<file path="src/rtl/morra_cinese_param_if.sv">
// Handshake bundle between the player-input front end and the match controller.
// The front end drives the moves and strobes; the controller returns the round
// result, the match result and the number of valid rounds played.
interface morra_cinese_param_if #(
    parameter int MOVE_W = 2
);
    localparam int CNT_W = 2 * MOVE_W + 1;

    logic              INIZIA;
    logic              VALIDO;
    logic [MOVE_W-1:0] PRIMO;
    logic [MOVE_W-1:0] SECONDO;
    logic [1:0]        MANCHE;
    logic [1:0]        PARTITA;
    logic [CNT_W-1:0]  NMANCHE;

    modport master (
        output INIZIA, VALIDO, PRIMO, SECONDO,
        input  MANCHE, PARTITA, NMANCHE
    );

    modport slave (
        input  INIZIA, VALIDO, PRIMO, SECONDO,
        output MANCHE, PARTITA, NMANCHE
    );
endinterface

</file>
<file path="src/rtl/morra_cinese_param.sv">
// Parametrised rock-paper-scissors match controller.
// Moves are sampled on VALIDO while a match is in progress; each valid round
// updates the round counter and the signed lead, and the match result is
// decided on the same edge as the deciding round. Once decided the match is
// frozen until INIZIA reloads the round limit and restarts it.
// A winner may not repeat its winning move in the very next round: that round
// is discarded. A tie, or another win, replaces or clears that restriction.
module morra_cinese_param #(
    parameter int MOVE_W     = 2,
    parameter int N_MOVES    = 3,
    parameter int MIN_MANCHE = 4,
    parameter int LEAD       = 2,
    parameter int EXTRA      = 4
) (
    input logic                 clk,
    input logic                 rst,
    morra_cinese_param_if.slave bus
);
    localparam int CNT_W = 2 * MOVE_W + 1;

    localparam logic [MOVE_W-1:0]      N_CODE    = MOVE_W'(N_MOVES);
    localparam logic [MOVE_W:0]        N_WIDE    = (MOVE_W + 1)'(N_MOVES);
    localparam logic [MOVE_W:0]        HALF      = (MOVE_W + 1)'((N_MOVES - 1) / 2);
    localparam logic [CNT_W-1:0]       MIN_CNT   = CNT_W'(MIN_MANCHE);
    localparam logic [CNT_W-1:0]       EXTRA_CNT = CNT_W'(EXTRA);
    localparam logic [CNT_W-1:0]       CNT_ONE   = CNT_W'(1);
    localparam logic signed [CNT_W:0]  LEAD_ONE  = (CNT_W + 1)'(1);
    localparam logic signed [CNT_W:0]  LEAD_POS  = (CNT_W + 1)'(LEAD);
    localparam logic signed [CNT_W:0]  LEAD_NEG  = -LEAD_POS;

    typedef enum logic [1:0] {
        IDLE = 2'd0,
        PLAY = 2'd1,
        DONE = 2'd2
    } state_t;

    state_t state, state_next;

    logic [CNT_W-1:0]      count, count_d, count_upd;
    logic [CNT_W-1:0]      limit, limit_d;
    logic signed [CNT_W:0] lead, lead_d, lead_upd;
    logic                  lock_v, lock_v_d;
    logic                  lock_p2, lock_p2_d;
    logic [MOVE_W-1:0]     lock_mv, lock_mv_d;
    logic [1:0]            manche, manche_d;
    logic [1:0]            partita, partita_d;

    logic                  evaluate;
    logic                  moves_ok;
    logic                  lock_hit;
    logic [MOVE_W:0]       diff;
    logic [MOVE_W:0]       diff_mod;
    logic [1:0]            round_res;
    logic [1:0]            decision;

    // Classify the sampled moves and work out the round and match outcome.
    always_comb begin
        evaluate  = (state == PLAY) && bus.VALIDO && !bus.INIZIA;
        moves_ok  = (bus.PRIMO != '0) && (bus.PRIMO <= N_CODE) &&
                    (bus.SECONDO != '0) && (bus.SECONDO <= N_CODE);
        lock_hit  = lock_v && (lock_p2 ? (bus.SECONDO == lock_mv)
                                       : (bus.PRIMO == lock_mv));
        diff      = {1'b0, bus.PRIMO} + N_WIDE - {1'b0, bus.SECONDO};
        diff_mod  = (diff >= N_WIDE) ? (diff - N_WIDE) : diff;
        round_res = 2'b00;
        if (evaluate && moves_ok && !lock_hit) begin
            if (bus.PRIMO == bus.SECONDO) begin
                round_res = 2'b11;
            end else if ((diff_mod != '0) && (diff_mod <= HALF)) begin
                round_res = 2'b01;
            end else begin
                round_res = 2'b10;
            end
        end
        count_upd = count + CNT_ONE;
        lead_upd  = lead;
        if (round_res == 2'b01) begin
            lead_upd = lead + LEAD_ONE;
        end else if (round_res == 2'b10) begin
            lead_upd = lead - LEAD_ONE;
        end
        decision = 2'b00;
        if ((count_upd >= MIN_CNT) && (lead_upd >= LEAD_POS)) begin
            decision = 2'b01;
        end else if ((count_upd >= MIN_CNT) && (lead_upd <= LEAD_NEG)) begin
            decision = 2'b10;
        end else if (count_upd == limit) begin
            decision = 2'b11;
        end
    end

    // Match state register.
    always_ff @(posedge clk or posedge rst) begin
        if (rst) begin
            state <= IDLE;
        end else begin
            state <= state_next;
        end
    end

    // Restart from any state on INIZIA; leave PLAY once a round decides the match.
    always_comb begin
        state_next = state;
        if (bus.INIZIA) begin
            state_next = PLAY;
        end else if ((state == PLAY) && (round_res != 2'b00) && (decision != 2'b00)) begin
            state_next = DONE;
        end
    end

    // Next values of the counters, lock and result registers.
    always_comb begin
        count_d   = count;
        limit_d   = limit;
        lead_d    = lead;
        lock_v_d  = lock_v;
        lock_p2_d = lock_p2;
        lock_mv_d = lock_mv;
        manche_d  = 2'b00;
        partita_d = partita;
        if (bus.INIZIA) begin
            limit_d   = {1'b0, bus.PRIMO, bus.SECONDO} + EXTRA_CNT;
            count_d   = '0;
            lead_d    = '0;
            lock_v_d  = 1'b0;
            partita_d = 2'b00;
        end else if (round_res != 2'b00) begin
            manche_d  = round_res;
            count_d   = count_upd;
            lead_d    = lead_upd;
            partita_d = decision;
            if (round_res == 2'b11) begin
                lock_v_d = 1'b0;
            end else begin
                lock_v_d  = 1'b1;
                lock_p2_d = (round_res == 2'b10);
                lock_mv_d = (round_res == 2'b10) ? bus.SECONDO : bus.PRIMO;
            end
        end
    end

    // Datapath registers, cleared immediately by reset.
    always_ff @(posedge clk or posedge rst) begin
        if (rst) begin
            count   <= '0;
            limit   <= '0;
            lead    <= '0;
            lock_v  <= 1'b0;
            lock_p2 <= 1'b0;
            lock_mv <= '0;
            manche  <= 2'b00;
            partita <= 2'b00;
        end else begin
            count   <= count_d;
            limit   <= limit_d;
            lead    <= lead_d;
            lock_v  <= lock_v_d;
            lock_p2 <= lock_p2_d;
            lock_mv <= lock_mv_d;
            manche  <= manche_d;
            partita <= partita_d;
        end
    end

    assign bus.MANCHE  = manche;
    assign bus.PARTITA = partita;
    assign bus.NMANCHE = count;

endmodule
</file>
<file path="src/flat_wrapper.sv">
// flat-port wrapper written by rule: the top's interface ports become plain ports
module morra_cinese_param_flat 
#(
    parameter int MOVE_W     = 2,
    parameter int N_MOVES    = 3,
    parameter int MIN_MANCHE = 4,
    parameter int LEAD       = 2,
    parameter int EXTRA      = 4
)
  (clk, rst, bus_INIZIA, bus_VALIDO, bus_PRIMO, bus_SECONDO, bus_MANCHE, bus_PARTITA, bus_NMANCHE);
  morra_cinese_param_if #(.MOVE_W(MOVE_W)) bus_i ();
  input logic clk;
  input logic rst;
  input wire logic [$bits(bus_i.INIZIA)-1:0] bus_INIZIA;
  input wire logic [$bits(bus_i.VALIDO)-1:0] bus_VALIDO;
  input wire logic [$bits(bus_i.PRIMO)-1:0] bus_PRIMO;
  input wire logic [$bits(bus_i.SECONDO)-1:0] bus_SECONDO;
  output wire logic [$bits(bus_i.MANCHE)-1:0] bus_MANCHE;
  output wire logic [$bits(bus_i.PARTITA)-1:0] bus_PARTITA;
  output wire logic [$bits(bus_i.NMANCHE)-1:0] bus_NMANCHE;
  assign bus_i.INIZIA = bus_INIZIA;
  assign bus_i.VALIDO = bus_VALIDO;
  assign bus_i.PRIMO = bus_PRIMO;
  assign bus_i.SECONDO = bus_SECONDO;
  assign bus_MANCHE = bus_i.MANCHE;
  assign bus_PARTITA = bus_i.PARTITA;
  assign bus_NMANCHE = bus_i.NMANCHE;
  morra_cinese_param #(.MOVE_W(MOVE_W), .N_MOVES(N_MOVES), .MIN_MANCHE(MIN_MANCHE), .LEAD(LEAD), .EXTRA(EXTRA)) u_core (.clk(clk), .rst(rst), .bus(bus_i));
endmodule
</file>
<file path="config.mk">
export PLATFORM = sky130hd
export DESIGN_NAME = morra_cinese_param_flat
export DESIGN_NICKNAME = d
export VERILOG_FILES = /design/src/rtl/morra_cinese_param_if.sv /design/src/rtl/morra_cinese_param.sv /design/src/flat_wrapper.sv
export SDC_FILE = /design/constraint.sdc
export NUM_CORES = 1
export LEC_CHECK = 0
export ABC_AREA = 1
export ABC_CLOCK_PERIOD_IN_PS = 2400
export CORE_UTILIZATION = 40
export DETAILED_ROUTE_END_ITERATION = 10
export SLEW_MARGIN = 20
export SYNTH_ARGS = -nofsm -noshare
export SYNTH_HDL_FRONTEND = slang
export SYNTH_SLANG_ARGS = --single-unit
export TNS_END_PERCENT = 20
</file>
<file path="constraint.sdc">
create_clock -name clk -period 2.4 [get_ports clk]
set_clock_uncertainty 0.05 [all_clocks]
set_input_delay 0.48 -clock clk [delete_from_list [all_inputs] [get_ports clk]]
set_output_delay 0.48 -clock clk [all_outputs]
set_load 0.005 [all_outputs]
</file>
Yosys cells after proc, flatten, opt, wreduce, memory -nomap -nowiden

Cells that the tools add are included.

Mux-type cells: 24
$lt $le $gt $ge: 7
Bitwise logic cells: 2
Equal/unequal tests: 8
$add $sub $neg: 7
Reduce and logical (&&, ||, !) cells: 23

Operators by type and width:

| kind                                                                  | count |
|---|---|
| 2-bit 2-to-1 mux                                                      | 13 |
| 6-bit 2-to-1 mux                                                      | 4 |
| 1-bit logical AND                                                     | 13 |
| 2-bit nonzero test                                                    | 6 |
| 5-bit 2-to-1 mux                                                      | 2 |
| 6-bit by 2-bit adder with 6-bit output, second input constant         | 1 |
| 2-bit equality test                                                   | 3 |
| 6-bit by 3-bit >= comparator with 1-bit output, second input constant | 1 |
| 6-bit by 2-bit <= comparator with 1-bit output, second input constant | 1 |
| 6-bit by 2-bit subtractor with 6-bit output, second input constant    | 1 |
| 4-bit by 3-bit adder with 5-bit output, second input constant         | 1 |
| 5-bit by 1-bit adder with 5-bit output, second input constant         | 1 |
| 5-bit equality test                                                   | 1 |
| 5-bit by 3-bit >= comparator with 1-bit output, second input constant | 1 |
| 2-bit by 1-bit equality test with 1-bit output, second input constant | 2 |
| 2-bit equality test, second input constant                            | 2 |
| 2-bit <= comparator, second input constant                            | 2 |
| 1-bit 2-to-1 mux                                                      | 4 |
| 2-bit by 2-bit adder with 3-bit output, second input constant         | 1 |
| 3-bit by 2-bit >= comparator with 1-bit output, second input constant | 1 |
| 3-bit by 1-bit <= comparator with 1-bit output, second input constant | 1 |
| 3-bit 2-to-1 mux                                                      | 1 |
| 3-bit AND reduction                                                   | 1 |
| 3-bit nonzero test                                                    | 1 |
| 4 further kinds                                                       | 6 |

Bits of input ports: 8
Register bits: 26

Logic depth before layout (Yosys ltp)

Gate-level depths: netlist of the first run.

Depth after elaboration: 20
Depth in mapped cells: 21

Worst setup path before layout of the first run

OpenSTA, ideal clock, no wires.

Path kind: input to register
Start: in bus_SECONDO[0]
End: reg u_core.state[0]
Arrival: 2.909 ns
Slack: -0.677 ns
Path buffers: 0
Stages on the path: 19
Setup time: 0.118 ns
Required time: 2.232 ns
Cells stage by stage: inv_1 > ha_1 > fa_1 > ha_1 > ha_1 > o211ai_1 > nand2_1 > nor2_2 > nand3_2 > nand2_1 > nand3_1 > nand2_1 > clkinv_1 > nor2_1 > nand2_1 > nand3_1 > nand2_1 > nand2_1 > nand2_1

Cells in the longest elaborated chain, start to end: 18
Elaborated cells on any way between the ends: 36
Those cells by class: add/sub (2); order compare (5); eq/ne (4); mux (9); reduce/logical (16)

Ends and longest elaborated chain:

| element                                                                                                              | RTL line                  | source |
|---|---|---|
| start: declaration                                                                                                   | flat_wrapper.sv:17        | `input wire logic [$bits(bus_i.SECONDO)-1:0] bus_SECONDO;` |
| 3-bit by 2-bit subtractor with 3-bit output                                                                          | morra_cinese_param.sv:63  | `diff = {1'b0, bus.PRIMO} + N_WIDE - {1'b0, bus.SECONDO};` |
| 3-bit by 2-bit subtractor with 3-bit output / 3-bit by 2-bit >= comparator with 1-bit output (equally long branches) | morra_cinese_param.sv:64  | `diff_mod = (diff >= N_WIDE) ? (diff - N_WIDE) : diff;` |
| 3-bit 2-to-1 mux                                                                                                     | morra_cinese_param.sv:64  |  |
| 3-bit by 1-bit <= comparator with 1-bit output / 3-bit nonzero test (equally long branches)                          | morra_cinese_param.sv:69  | `end else if ((diff_mod != '0) && (diff_mod <= HALF)) begin` |
| 1-bit logical AND                                                                                                    | morra_cinese_param.sv:69  |  |
| 2-bit 2-to-1 mux                                                                                                     | morra_cinese_param.sv:69  |  |
| 2-bit 2-to-1 mux                                                                                                     | morra_cinese_param.sv:67  | `if (bus.PRIMO == bus.SECONDO) begin` |
| 2-bit 2-to-1 mux *                                                                                                   | morra_cinese_param.sv:66  | `if (evaluate && moves_ok && !lock_hit) begin` |
| [... 2 more ...]                                                                                                     | --                        |  |
| 6-bit 2-to-1 mux                                                                                                     | morra_cinese_param.sv:77  | `if (round_res == 2'b01) begin` |
| 6-bit by 2-bit <= comparator with 1-bit output                                                                       | morra_cinese_param.sv:85  | `end else if ((count_upd >= MIN_CNT) && (lead_upd <= LEAD_NEG)) begin` |
| 1-bit logical AND                                                                                                    | morra_cinese_param.sv:85  |  |
| 2-bit 2-to-1 mux                                                                                                     | morra_cinese_param.sv:85  |  |
| 2-bit 2-to-1 mux                                                                                                     | morra_cinese_param.sv:83  | `if ((count_upd >= MIN_CNT) && (lead_upd >= LEAD_POS)) begin` |
| 2-bit nonzero test                                                                                                   | morra_cinese_param.sv:106 | `end else if ((state == PLAY) && (round_res != 2'b00) && (decision != 2'b00)) begin` |
| 1-bit logical AND *                                                                                                  | morra_cinese_param.sv:106 |  |
| 2-bit nonzero test (no source line) *                                                                                | --                        |  |
| end signal: assignment                                                                                               | morra_cinese_param.sv:97  | `state <= state_next;` |
| end: declaration                                                                                                     | morra_cinese_param.sv:37  | `state_t state, state_next;` |

Every way passes the cells marked *; elsewhere a longest branch is shown, timed or not.
A chain may end at the register's enable or synchronous reset.

Final worst setup path of the first run

Ends and elaborated chain as after synthesis.

==> results of run 1 <==
[worst max-delay path, cell delays in order]
cell and delay, ns:
buf_12 0.09, inv_12 0.03, ha_4 0.14, fa_1 0.50, ha_2 0.19, ha_4 0.19, o211ai_1 0.23, nand2_2 0.11
nor2_4 0.19, nand3_4 0.13, nand2_1 0.08, nand3_1 0.06, nand2_1 0.09, inv_1 0.07, nand3_1 0.09, nand2_2 0.07
nand3_2 0.08, nand2_2 0.06, nand2_1 0.06, nand2_1 0.05
[state kept, by name, indices dropped and copies added, names as in the netlist]
name and flops:
u_core.bus.MANCHE 2, u_core.limit 5, u_core.state 2, u_core.lock_p2 1, u_core.lead 6, u_core.lock_mv 2
u_core.bus.PARTITA 2, u_core.lock_v 1, u_core.bus.NMANCHE 5
[routing by layer]
metal	share of wire (%)	wire, um	track usage, %	vias to the layer above
met3	2.2	83	2.50	2
met5	0	0	0	-
met4	0.45	17	3.91	0
li1	-	-	-	821
met2	47	1760	28.8	21
met1	51	1920	25.8	733
[power groups by stage]
stage	clock network (mW)	registers [mW]	logic (mW)
3_5_place_dp	0	0.522	0.382
6_report	0.367	0.514	0.403
2_1_floorplan	0	0.512	0.246
3_3_place_gp	0	0.522	0.382
5_1_grt	0.394	0.521	0.454
4_1_cts	0.374	0.514	0.390
[repair_timing]
action | CTS | global route
setup endpoints to repair | 18 | 14
endpoints found under the hold margin | 0 | 0
pin swaps | 13 | 15
setup buffers | 1 | 0
gates resized for setup | 22 | 22
[worst paths after layout]
| check | startpoint | end | slack [ns] | cells after the start |
|---|---|---|---|---|
| setup reg to reg | u_core.bus.NMANCHE[0]$_DFFE_PP0P_ | u_core.state[0]$_DFFE_PP0P_ | 0.18 | 11 |
| hold / removal | bus_SECONDO[0] | u_core.limit[0]$_DFFE_PP0P_ | 0.43 | 3 |
| hold reg to reg | u_core.bus.PARTITA[1]$_DFFE_PP0P_ | u_core.bus.PARTITA[1]$_DFFE_PP0P_ | 0.44 | 2 |
| max in group asynchronous | rst | u_core.lock_v$_DFFE_PP0P_ | 1.54 | 3 |
| min in group asynchronous | rst | u_core.lead[3]$_DFFE_PP0P_ | 0.51 | 3 |
| setup / recovery | bus_SECONDO[0] | u_core.state[0]$_DFFE_PP0P_ | -0.47 | 20 |
[area by class of cell]
class | count | area (um^2) | share of cell area, %
inverters | 35 | 146 | 6.18
multi-input cells | 161 | 1030 | 43.6
clock buffers | 3 | 41.3 | 1.74
well taps | 50 | 62.6 | 2.64
clock inverters | 1 | 30.0 | 1.27
repair buffers | 47 | 407 | 17.2
flip-flops and latches | 26 | 651 | 27.5
[cell families (layout without fill, tap and decap cells)]
kind of cell / Yosys count / after routing / synth area share [%]
AND/OR/NAND/NOR: 118 / 118 / 33.0
buffers and inverters: 39 / 86 / 8.82
flip-flops: 26 / 26 / 37.3
AO/OA/AOI/OAI: 20 / 20 / 6.53
XOR/XNOR: 12 / 12 / 6.03
adder cells (fa/ha/maj): 11 / 11 / 8.32
[Yosys cell counts]
library cell and n:
nor3_1 2, clkinv_1 1, a32o_1 1, fa_1 1, a22o_1 1, or2_2 1, nand3_1 21, nand2_1 56
inv_2 3, nand4_2 1, dfrtp_1 26, ha_1 10, nor3_4 1, xor2_1 11, buf_6 1, o211ai_1 2
and2_1 1, xnor2_1 1, o21ai_0 12, nand3_4 2, nand2_4 1, clkbuf_1 3, inv_1 31, nor2_1 18
nor2_2 2, nand3_2 2, nand4_1 9, a21oi_1 4, nor4_1 1
[cell usage in the layout, fill, tap and decap left out, types with 4 or more instances in the layout]
cell | netlist | layout
buf_4 | 0 | 29
o21ai_0 | 12 | 8
o21ai_1 | 0 | 4
dfrtp_1 | 26 | 26
nand3_1 | 21 | 19
nand2_2 | 0 | 8
nor2_2 | 2 | 4
nand2_1 | 56 | 48
inv_1 | 31 | 30
clkdlybuf4s50_1 | 0 | 12
nand4_1 | 9 | 9
xor2_1 | 11 | 11
ha_1 | 10 | 7
nor2_1 | 18 | 14
==> run_results.csv, run 1 <==
group,metric,value,unit
critical_path,crit_fanout,6,
sta,drv_slew,0,
sta,max_slew_margin,59.0,%
run,max-cap-violations,0,
drt,ant_nets,0,
status,outcome,"complete, but fails checks",
placed_design,pre_cts_ws,-1.36,ns
sta,fmax,0.349,GHz
sta,period_minus_slack,2.87,ns
clocking,cts_buffers,3,
drt,first_iter_violations,69,
placed_design,dp_hpwl,2900,um
critical_path,crit_type,"in -> reg",
synthesis,ys_ff_latch,26,
drt,drc,0,
sta,setup_tns,-2.98,ns
floorplan,initial_core_util,42.7,%
grt,grt_pass1_vias,1412,
floorplan,fp.dieH,68.0,um
grt,grt_max_degree,27,
layout,area_growth,35.9,%
pwr,p_sw_share,31.2,%
grt,antenna_found_initial,0,
drt,first_pass_iters,4,
pwr,p_sw,400,uW
sta,rsz0062_at_grt,"yes",
clocking,clk_latency,0.27,ns
sta,hold_viol,0,
critical_path,arrival,2.98,ns
layout,post-route-util,58.0,%
synthesis,synth_cells,226,
sta,fin_ws,-0.467,ns
placed_design,place.gp.congestion,0.854,
grt,grt_first_pass_wirelength,6280,um
drt,wl_per_cell,11.7,um
layout,nNetsFinal,293,
placed_design,dp.cells,318,
sta,finalCritPeriodShare,119,%
clocking,cts_tree,"done",
grt,overflow,0,
clocking,clock-sinks,26,
synthesis,ys_top_cells_by_area,"dfrtp_1 37%, nand2_1 12%, ha_1 7.2%",
pwr,power_density,542,mW/mm^2
pwr,power_frac_seq,40.0,%
synthesis,synth_largest_area_cell,"dfrtp_1",
synthesis,synthDistinctLibCells,29,
synthesis,synth-seq-area-share,37.3,%
pwr,pwr-share-comb,31.4,%
placed_design,placedInstanceArea,0.00222,mm^2
critical_path,setup.worst_path.end_class,"flip-flop",
critical_path,worstPathRequired,2.52,ns
drt,num_vias,1577,
clocking,clock_path_buffers,2,
pwr,power,1.28,mW
status,violations,"setup timing",
placed_design,portBuffers,16,
critical_path,cp-start-kind,"input pin",
pwr,clkPwrFrac,28.5,%
layout,diodes,0,
sta,whs,0.427,ns
synthesis,yosysWarnings,0,
min_path,hp-class,"in -> reg",
drt,routed_wl,3780,um
sta,tightest_slew,0.610,ns
floorplan,dieArea,0.00463,mm^2
synthesis,syn_area,0.00174,mm^2
floorplan,fp-row-count,23,
synthesis,synth.avg_cell_area,7.72,um^2
grt,grt_use_total,18.1,%
synthesis,syn_nets,245,
sta,setup_viol,11,
pwr,p_int,884,uW
floorplan,core_area,0.00409,mm^2
layout,layout-drive-gt1-share,26.4,%
clocking,cts-root-buf,"clkbuf_8",
clocking,postCtsHoldBufs,0,
layout,num-fill-cells,380,
pwr,leakagePower,1.23,nW
layout,postLayoutCellArea,0.00237,mm^2
clocking,htree_levels,1,
synthesis,synth_top_area_share,37.3,%
drt,vias_per_cell,4.88,
floorplan,boundaryPins,17,
clocking,clkSlewWorstSetupHoldPaths,0.09,ns
layout,final_cells,323,
floorplan,dieWidth,68.0,um
pwr,vdd_ir_drop_max,0.000323,V
Note: power is estimated with default switching activity, not from simulation.
==> inputs of run 2 (changes only) <==
MAX_ROUTING_LAYER = met4   (was default)
==> run_results.csv, run 2 (synthesis results as in run 1) <==
group,metric,value,unit
status,outcome,"complete, but fails checks",
status,violations,"setup timing",
floorplan,initial_core_util,42.7,%
pwr,leakagePower,1.23,nW
sta,whs,0.432,ns
pwr,power_frac_seq,42.3,%
drt,num_vias,1592,
placed_design,dp.cells,318,
layout,postLayoutCellArea,0.00235,mm^2
sta,tightest_slew,0.448,ns
critical_path,cpMostUsedCell,"nand2_1",
pwr,p_sw,405,uW
min_path,min_from,"bus_SECONDO[0]",
pwr,power_density,516,mW/mm^2
sta,drv_slew,0,
layout,final_cells,324,
sta,fmax,0.347,GHz
clocking,clock_path_buffers,2,
grt,grt_util_met3,2.00,%
clocking,cts_buffers,3,
critical_path,r2r-end,"u_core.state[0]$_DFFE_PP0P_",
sta,finalCritPeriodShare,120,%
sta,rsz0062_at_grt,"yes",
critical_path,crit_slowest_cell,"fa_1",
critical_path,rrSetupSlack,0.24,ns
layout,mostFrequentLayoutCell,"nand2_1",
pwr,p_int,809,uW
layout,nNetsFinal,294,
grt,grt_pass1_vias,1378,
floorplan,dieArea,0.00463,mm^2
critical_path,worstPathRequired,2.51,ns
layout,regMostFlops,"u_core.lead",
layout,area_growth,34.9,%
floorplan,dieWidth,68.0,um
placed_design,portBuffers,16,
min_path,hold_depth,3,
critical_path,crit_type,"in -> reg",
drt,first_iter_violations,113,
drt,vias_per_cell,4.91,
clocking,clkSlewWorstSetupHoldPaths,0.10,ns
clocking,htree_levels,1,
sta,hold_viol,0,
clocking,cts-root-buf,"clkbuf_8",
critical_path,timing.rr.start,"u_core.bus.NMANCHE[0]$_DFFE_PP0P_",
pwr,clkPwrFrac,24.0,%
grt,grt_use_total,18.3,%
pwr,power,1.21,mW
layout,layout_common_cells,"47 x nand2_1, 32 x buf_4, 28 x inv_1",
critical_path,crit_path_max_incr_delay,0.51,ns
layout,diodes,0,
clocking,cts_tree,"done",
critical_path,cp-start-kind,"input pin",
run,max-cap-violations,0,
floorplan,core_area,0.00409,mm^2
min_path,hold_end,"u_core.limit[0]$_DFFE_PP0P_",
critical_path,arrival,2.99,ns
sta,setup_tns,-3.04,ns
drt,first_pass_iters,4,
drt,routed_wl,3940,um
clocking,postCtsHoldBufs,0,
critical_path,cp_cell_sequence,"buf_12 > inv_12 > ha_4 > fa_1 > ha_2 > ha_4 > o211ai_1 > nand2_1 > nor2_4 > nand3_4 > nand2_1 > nand3_1 > nand2_2 > nand4_1 > nand2_2 > nand3_2 > nand2_1 > a21oi_1",
critical_path,reg2regPathDepth,10,
layout,post-route-util,57.6,%
clocking,clk_latency,0.27,ns
min_path,hp-class,"in -> reg",
grt,overflow,0,
placed_design,placedInstanceArea,0.00222,mm^2
grt,grt_use_met2,27.3,%
sta,max_slew_margin,69.9,%
floorplan,boundaryPins,17,
grt,grt_max_degree,27,
placed_design,pre_cts_ws,-1.33,ns
sta,fin_ws,-0.481,ns
drt,wl_per_cell,12.2,um
clocking,clock-sinks,26,
critical_path,crit_fanout,6,
drt,ant_nets,0,
grt,antenna_found_initial,0,
floorplan,fp.dieH,68.0,um
grt,top_usage_layer,"met2",
sta,setup_viol,11,
pwr,vdd_ir_drop_max,0.000356,V
placed_design,dp_hpwl,3010,um
pwr,p_sw_share,33.4,%
floorplan,fp-row-count,23,
layout,largest_register_ffs,6,
drt,drc,0,
layout,layout-drive-gt1-share,27.4,%
grt,grt_first_pass_wirelength,6140,um
placed_design,place.gp.congestion,0.897,
critical_path,setup.worst_path.end_class,"flip-flop",
grt,met1_usage,25.6,%
pwr,pwr-share-comb,33.6,%
sta,period_minus_slack,2.88,ns
## run 2: changes by cell type in the layout (fill, tap and decap cells not counted), sizes merged
cell,change
inv,-1
buf,+1
clkinv,+1
bufinv,-1
clkbuf,+1
## run 2: cell type report
cell class / instances / area (um^2)
clock buffers: 4 / 55.1
fillers: 405 / 1730
inverters: 35 / 145
multi-input cells: 161 / 1030
flip-flops and latches: 26 / 651
well taps: 50 / 62.6
repair buffers: 48 / 407
## run 2: worst max-delay path: cells and delay by family
family	cells	cell delay (ns)
AND/OR/NAND/NOR	10	1.10
adder cells (fa/ha/maj)	4	1.04
AO/OA/AOI/OAI	2	0.25
buffers and inverters	2	0.12
## run 2: how the worst max path moves through the flow
stage	start	endpoint	slack, ns	depth (start not counted)
global route	bus_SECONDO[0]	u_core.state[1]$_DFFE_PP0P_	-0.64	19
CTS	bus_SECONDO[0]	u_core.state[0]$_DFFE_PP0P_	-0.57	20
floorplan	bus_SECONDO[0]	u_core.state[0]$_DFFE_PP0P_	-0.50	19
detailed placement	bus_SECONDO[0]	u_core.state[0]$_DFFE_PP0P_	-1.33	20
finish	bus_SECONDO[0]	u_core.state[1]$_DFFE_PP0P_	-0.48	18
global placement	bus_SECONDO[0]	u_core.state[0]$_DFFE_PP0P_	-1.27	19
## run 2: metal layers
layer,share of wire [%],vias up
met1,49,726
met4,1.5,0
li1,-,827
met3,3.2,6
met5,0,-
met2,46,33
## run 2: power groups by stage
stage / clock (mW) / combinational, mW / sequential [mW]
2_1_floorplan: 0 / 0.246 / 0.512
3_3_place_gp: 0 / 0.381 / 0.522
3_5_place_dp: 0 / 0.387 / 0.522
4_1_cts: 0.297 / 0.398 / 0.514
5_1_grt: 0.311 / 0.458 / 0.520
6_report: 0.292 / 0.409 / 0.514
## run 2: repair_timing
action / 4_1_cts / 5_1_grt
resized for setup: 21 / 19
buffers inserted: 2 / 0
setup endpoints to repair: 18 / 13
cloned: 0 / 0
pin swaps: 13 / 17
==> RTL edit 1: new RTL, config.mk and constraints of run 2 <==
`MOVE_W` is set to 2 in 3 places; all go to 3.
--- a/src/rtl/morra_cinese_param_if.sv
+++ b/src/rtl/morra_cinese_param_if.sv
@@ -2,7 +2,7 @@
 // The front end drives the moves and strobes; the controller returns the round
 // result, the match result and the number of valid rounds played.
 interface morra_cinese_param_if #(
-    parameter int MOVE_W = 2
+    parameter int MOVE_W = 3
 );
     localparam int CNT_W = 2 * MOVE_W + 1;
 
--- a/src/rtl/morra_cinese_param.sv
+++ b/src/rtl/morra_cinese_param.sv
@@ -6,7 +6,7 @@
 // A winner may not repeat its winning move in the very next round: that round
 // is discarded. A tie, or another win, replaces or clears that restriction.
 module morra_cinese_param #(
-    parameter int MOVE_W     = 2,
+    parameter int MOVE_W     = 3,
     parameter int N_MOVES    = 3,
     parameter int MIN_MANCHE = 4,
     parameter int LEAD       = 2,
--- a/src/flat_wrapper.sv
+++ b/src/flat_wrapper.sv
@@ -1,7 +1,7 @@
 // flat-port wrapper written by rule: the top's interface ports become plain ports
 module morra_cinese_param_flat 
 #(
-    parameter int MOVE_W     = 2,
+    parameter int MOVE_W     = 3,
     parameter int N_MOVES    = 3,
     parameter int MIN_MANCHE = 4,
     parameter int LEAD       = 2,
Interface: changed (resized bus_NMANCHE, bus_PRIMO and bus_SECONDO); port bits go from 17 to 21. No check against the original RTL was run, so the function may have changed too.
==> RTL edit 1 against run 2 <==
The run still ends with negative setup slack left. Core utilization decreased by 1.9 points. Cell area increased by 31%. Sequential cell count increased by 7. Setup slack improved by 13 ps. Area after synthesis up 32%. Routed wire length is 43% higher. Worst hold slack improved by 6.1 ps. Power up 17%. Combinational power increased by 3%. Non-clock buffer count up 12.
==> RTL edit 1: results (changes against run 2) <==
Parameter                              Value

Status
  Run status ... complete, but fails checks (unchanged)
  Violated checks ... negative setup slack (unchanged)

Synthesis
  Top cell types by occurrence after synthesis ... 94 x nand2_1, 46 x inv_1, 33 x dfrtp_1 (was 56 x nand2_1, 31 x inv_1, 26 x dfrtp_1)
  Number of distinct library cell variants in the gate-level netlist after synthesis ... 34 (was 29)
  Post-synthesis net count ... 343 (was 245)
  Synthesized area per cell ... 7.131 um2 (was 7.718 um2)
  Part of the Yosys area used for sequential elements ... 0.3585 (was 0.3730)
  Leading post-synthesis cells by cell area ... dfrtp_1 36%, nand2_1 15%, inv_1 7.5% (was dfrtp_1 37%, nand2_1 12%, ha_1 7.2%)

Global route
  Global-route total usage across every layer ... 0.2110 (was 0.1833)
  First-pass GRT wire length ... 9.729 mm (was 6.141 mm)
  Maximum number of pins on one net before global-route repair ... 34 (was 27)
  Via count of the first global-routing pass ... 2080 (was 1378)

Setup path
  Cell family with the largest share of critical-path delay ... simple AND/OR/NAND/NOR gates (unchanged)
  Slowest cell delay on critical path ... 450 ps (was 510 ps)
  Data arrival time of the worst path ... 2980 ps (was 2990 ps)
  Slowest cell on crit path ... fa_1 (unchanged)
  Worst Path Max Fanout ... 7 (was 6)
  Critical path origin ... bus_SECONDO[1] (was bus_SECONDO[0])
  Critical register-to-register path startpoint ... u_core.lock_p2$_DFFE_PP0P_ (was u_core.bus.NMANCHE[0]$_DFFE_PP0P_)

Place
  Global placer's final weighted congestion ... 0.9192 (was 0.8971)
  Placement Cell Area ... 2853 um2 (was 2223 um2)
  Port Buffers ... 20 (was 16)
  Half-perimeter wire length after placement ... 4.193 mm (was 3.007 mm)
  Placed Cells ... 443 (was 318)

Clocking
  Total clock buffers created by CTS ... 5 (was 3)
  CTS HTree Levels ... 2 (was 1)
  Root Buffer Master ... clkbuf_8 (unchanged)
  Clock edge transition at the registers on the reported setup and hold paths ... 60 ps (was 100 ps)

Layout
  Fraction of layout cells with a size suffix above 1 ... 0.2494 (was 0.2737)
  Max reg flops ... 8 (was 6)
  Total Nets Final ... 406 (was 294)

Detailed routing
  Count of vias placed by the detailed router ... 2239 (was 1592)
  Total wire length after detailed routing ... 5.637 mm (was 3.941 mm)
  Post-detailed-route via-to-cell ratio ... 4.899 (was 4.914)
  Iter 0 DRT Violations ... 152 (was 113)

Timing
  Post-layout worst setup margin ... -468.5 ps (was -481.2 ps)
  Number of endpoints failing setup at the final stage ... 10 (was 11)
  Slew @ Worst Pin ... 426.5 ps (was 447.9 ps)

Worst hold path
  Worst Hold Class ... reg2reg (was in2reg)
  Source of the worst hold timing path ... u_core.lock_v$_DFFE_PP0P_ (was bus_SECONDO[0])

Power
  Leakage power summed over all cells ... 1.579 nW (was 1.230 nW)
  Worst IR drop on VDD ... 0.2360 mV (was 0.3564 mV)
[RTL edit 1: changes by cell type after synthesis, sizes merged, moves of 5 or more]
cell          run 2  this run
dfrtp            26        33
nand2            57        97
o21ai            12        23
nor2             20        35
o22ai             0         5
inv              34        48
[RTL edit 1: worst paths after layout]
kind / endpoint / slack (ps) / depth (start not counted)
max: u_core.state[1]$_DFFE_PP0P_ / -470 / 22
min: u_core.lock_v$_DFFE_PP0P_ / 440 / 2
max reg2reg: u_core.state[1]$_DFFE_PP0P_ / 170 / 19
min reg2reg: u_core.lock_v$_DFFE_PP0P_ / 440 / 2
max in group asynchronous: u_core.lock_mv[0]$_DFFE_PP0P_ / 1450 / 3
min in group asynchronous: u_core.lead[3]$_DFFE_PP0P_ / 530 / 3
[RTL edit 1: logic make-up after synthesis]
kind of cell	after synthesis	share of synthesized area
simple gates	173	0.3357
buf+inv	53	0.09397
compound gates	38	0.09343
flops	33	0.3585
xor+xnor	16	0.06084
fa+ha+maj	10	0.05758
[RTL edit 1: worst reg2reg max path, stage by stage, from the launching register on]
cell	delay, ps
dfrtp_1	430
inv_2	110
nand2_1	70
nand3_1	70
nand2_1	50
nor2_1	120
nand2_2	140
nand2_4	120
inv_4	40
nand2_4	100
buf_6	140
nand3_2	80
nand2_1	60
nand2_1	60
nor2_2	100
nand2_1	80
nand3_2	90
nand3_2	70
nand2_2	80
a21oi_2	50
[RTL edit 1: area by class of cell]
| class | instances | area, um2 |
|---|---|---|
| Tap cell | 72 | 90.09 |
| Clock inverter | 1 | 5.005 |
| Timing Repair Buffer | 60 | 494.2 |
| Clock buffer | 5 | 68.82 |
| Sequential cell | 33 | 825.8 |
| Multi-Input combinational cell | 237 | 1415 |
| Fill cell | 542 | 2452 |
| Inverter | 49 | 188.9 |
[RTL edit 1: per-layer routing]
metal  up-vias  track usage  part of all wire
li1       1163            -                 -
met1       992       0.2827              0.48
met2        69       0.3221              0.45
met3        15      0.03412             0.042
met4         0      0.07358             0.024
met5         -            -                 0
[RTL edit 1: what timing repair did]
item / 4_1_cts / 5_1_grt
pin swaps: 21 / 19
hold buffers: 0 / 0
gates resized for setup: 43 / 18
setup endpoints to repair: 16 / 14
setup buffers: 7 / 1
[RTL edit 1: power breakdown]
part	switching (W)	internal (W)	leakage, nW
Clock	0.000195	0.000191	0.0399
Sequential	0.0000320	0.000589	0.438
Combinational	0.000234	0.000186	1.10
[RTL edit 1: stage by stage]
| stage | setup slack [ps] | TNS, ps |
|---|---|---|
| after global placement | -1242 | -13750 |
| after global routing | -643.2 | -4329 |
| after floorplan | -568.6 | -2524 |
| after detailed placement | -1311 | -14650 |
| after CTS | -510.4 | -2946 |
| final | -468.5 | -2753 |
==> RTL edit 2: new RTL, settings of run 2 <==
Without the edit above. Make the reset (`rst`) synchronous in 2 clocked blocks.
--- a/src/rtl/morra_cinese_param.sv
+++ b/src/rtl/morra_cinese_param.sv
@@ -90,7 +90,7 @@
     end
 
     // Match state register.
-    always_ff @(posedge clk or posedge rst) begin
+    always_ff @(posedge clk) begin
         if (rst) begin
             state <= IDLE;
         end else begin
@@ -140,7 +140,7 @@
     end
 
     // Datapath registers, cleared immediately by reset.
-    always_ff @(posedge clk or posedge rst) begin
+    always_ff @(posedge clk) begin
         if (rst) begin
             count   <= '0;
             limit   <= '0;
Formal check against the unedited RTL: differs if rst is asserted again (counterexample within 4 cycles, from zero or initial values and one cycle with rst high); with rst held inactive, the same outputs for 10 cycles.
==> RTL edit 2 against run 2 <==
Routed wire length rose by 6.2%. Setup slack got worse by 55 ps. Area after synthesis fell by 2.7%. Synthesized cell count rose by 4.4%. The run still ends with negative setup slack left. Die area fell by 2.7%. Critical path type unchanged. Sequential cell count did not move. Power fell by 7.7%. Largest cell class unchanged. Cell area rose by 2.8%.
==> RTL edit 2: results (changes against run 2) <==
Parameter                              Value

Global route
  Met2 Use GR ... 0.3588 (was 0.2733)
  Via count of the first global-routing pass ... 1573 (was 1378)
  Met1 track demand over resource ... 0.2538 (was 0.2564)
  Met3 usage ... 0.03253 (was 0.02000)

Synthesis
  Top cell types by occurrence after synthesis ... 45 x nand2_1, 28 x inv_1, 26 x dfxtp_1 (was 56 x nand2_1, 31 x inv_1, 26 x dfrtp_1)
  Cells after Synth ... 236 (was 226)
  Fraction of the mapped netlist area in compound gates ... 0.1246 (was 0.06528)
  Number of distinct library cell variants in the gate-level netlist after synthesis ... 34 (was 29)
  Part of the Yosys area used for sequential elements ... 0.3068 (was 0.3730)

Timing
  Total negative slack ... -2666 ps (was -3044 ps)
  Slew @ Worst Pin ... 454.5 ps (was 447.9 ps)
  Number of endpoints failing setup at the final stage ... 10 (was 11)
  Post-layout worst setup margin ... -536.6 ps (was -481.2 ps)

Status
  Run status ... complete, but fails checks (unchanged)
  Violated checks ... negative setup slack (unchanged)

Detailed routing
  Iter 0 DRT Violations ... 81 (was 113)
  DR WL/cell ... 12.38 um (was 12.16 um)
  Total wire length after detailed routing ... 4.184 mm (was 3.941 mm)

Layout
  Layout Cells excl Fill ... 338 (was 324)
  Layout fillers ... 382 (was 405)
  Post-route cell area ... 2419 um2 (was 2354 um2)
  Total Nets Final ... 308 (was 294)

Power
  Leakage power summed over all cells ... 1.072 nW (was 1.230 nW)
  Worst IR drop on VDD ... 0.2954 mV (was 0.3564 mV)
  Portion of total power attributed to sequential cells ... 0.403 (was 0.423)

Place
  Placement Cell Area ... 2245 um2 (was 2223 um2)
  Global placer's final weighted congestion ... 0.9325 (was 0.8971)
  Worst slack after detailed placement ... -1394 ps (was -1328 ps)
## RTL edit 2: what timing repair did
item / in CTS / in global routing
setup buffers: 1 / 2
gates cloned: 0 / 0
setup endpoints to repair: 14 / 12
pin swaps: 15 / 12
resized for setup: 17 / 22
## RTL edit 2: area by class of cell
type,instances,share of cell area
Timing Repair Buffer,50,0.1821
Tap cell,50,0.02587
Clock inverter,1,0.01242
Sequential cell,26,0.2152
Clock buffer,3,0.01707
Inverter,32,0.05794
Multi-Input combinational cell,176,0.4894
## RTL edit 2: worst paths after layout
check                           cells past startpoint  slack, ps                                  to
worst max-delay path                               19       -540        u_core.state[1]$_SDFFE_PP0P_
worst min-delay path                                2        420  u_core.bus.PARTITA[1]$_SDFFE_PP0N_
worst max register to register                     18        240        u_core.state[0]$_SDFFE_PP0P_
worst min register to register                      2        420  u_core.bus.PARTITA[1]$_SDFFE_PP0N_
## RTL edit 2: routing by layer
| metal | up-vias | wire (um) | share of wire |
|---|---|---|---|
| met2 | 16 | 2028 | 0.48 |
| met3 | 4 | 77 | 0.018 |
| met4 | 0 | 40 | 0.0096 |
| li1 | 886 | - | - |
| met5 | - | 0 | 0 |
| met1 | 755 | 2039 | 0.49 |
## RTL edit 2: critical path, stage by stage
cell and delay [ps]:
buf_12 100, inv_12 30, ha_4 150, fa_1 510, ha_2 220, ha_4 270, o21ai_4 70, buf_6 130
a21oi_4 200, buf_4 160, nand2_4 60, or2_0 190, nand2_1 60, nor2_1 40, nand2_2 70, nand2_1 70
nand3_2 80, nand2_2 60, a21oi_1 130
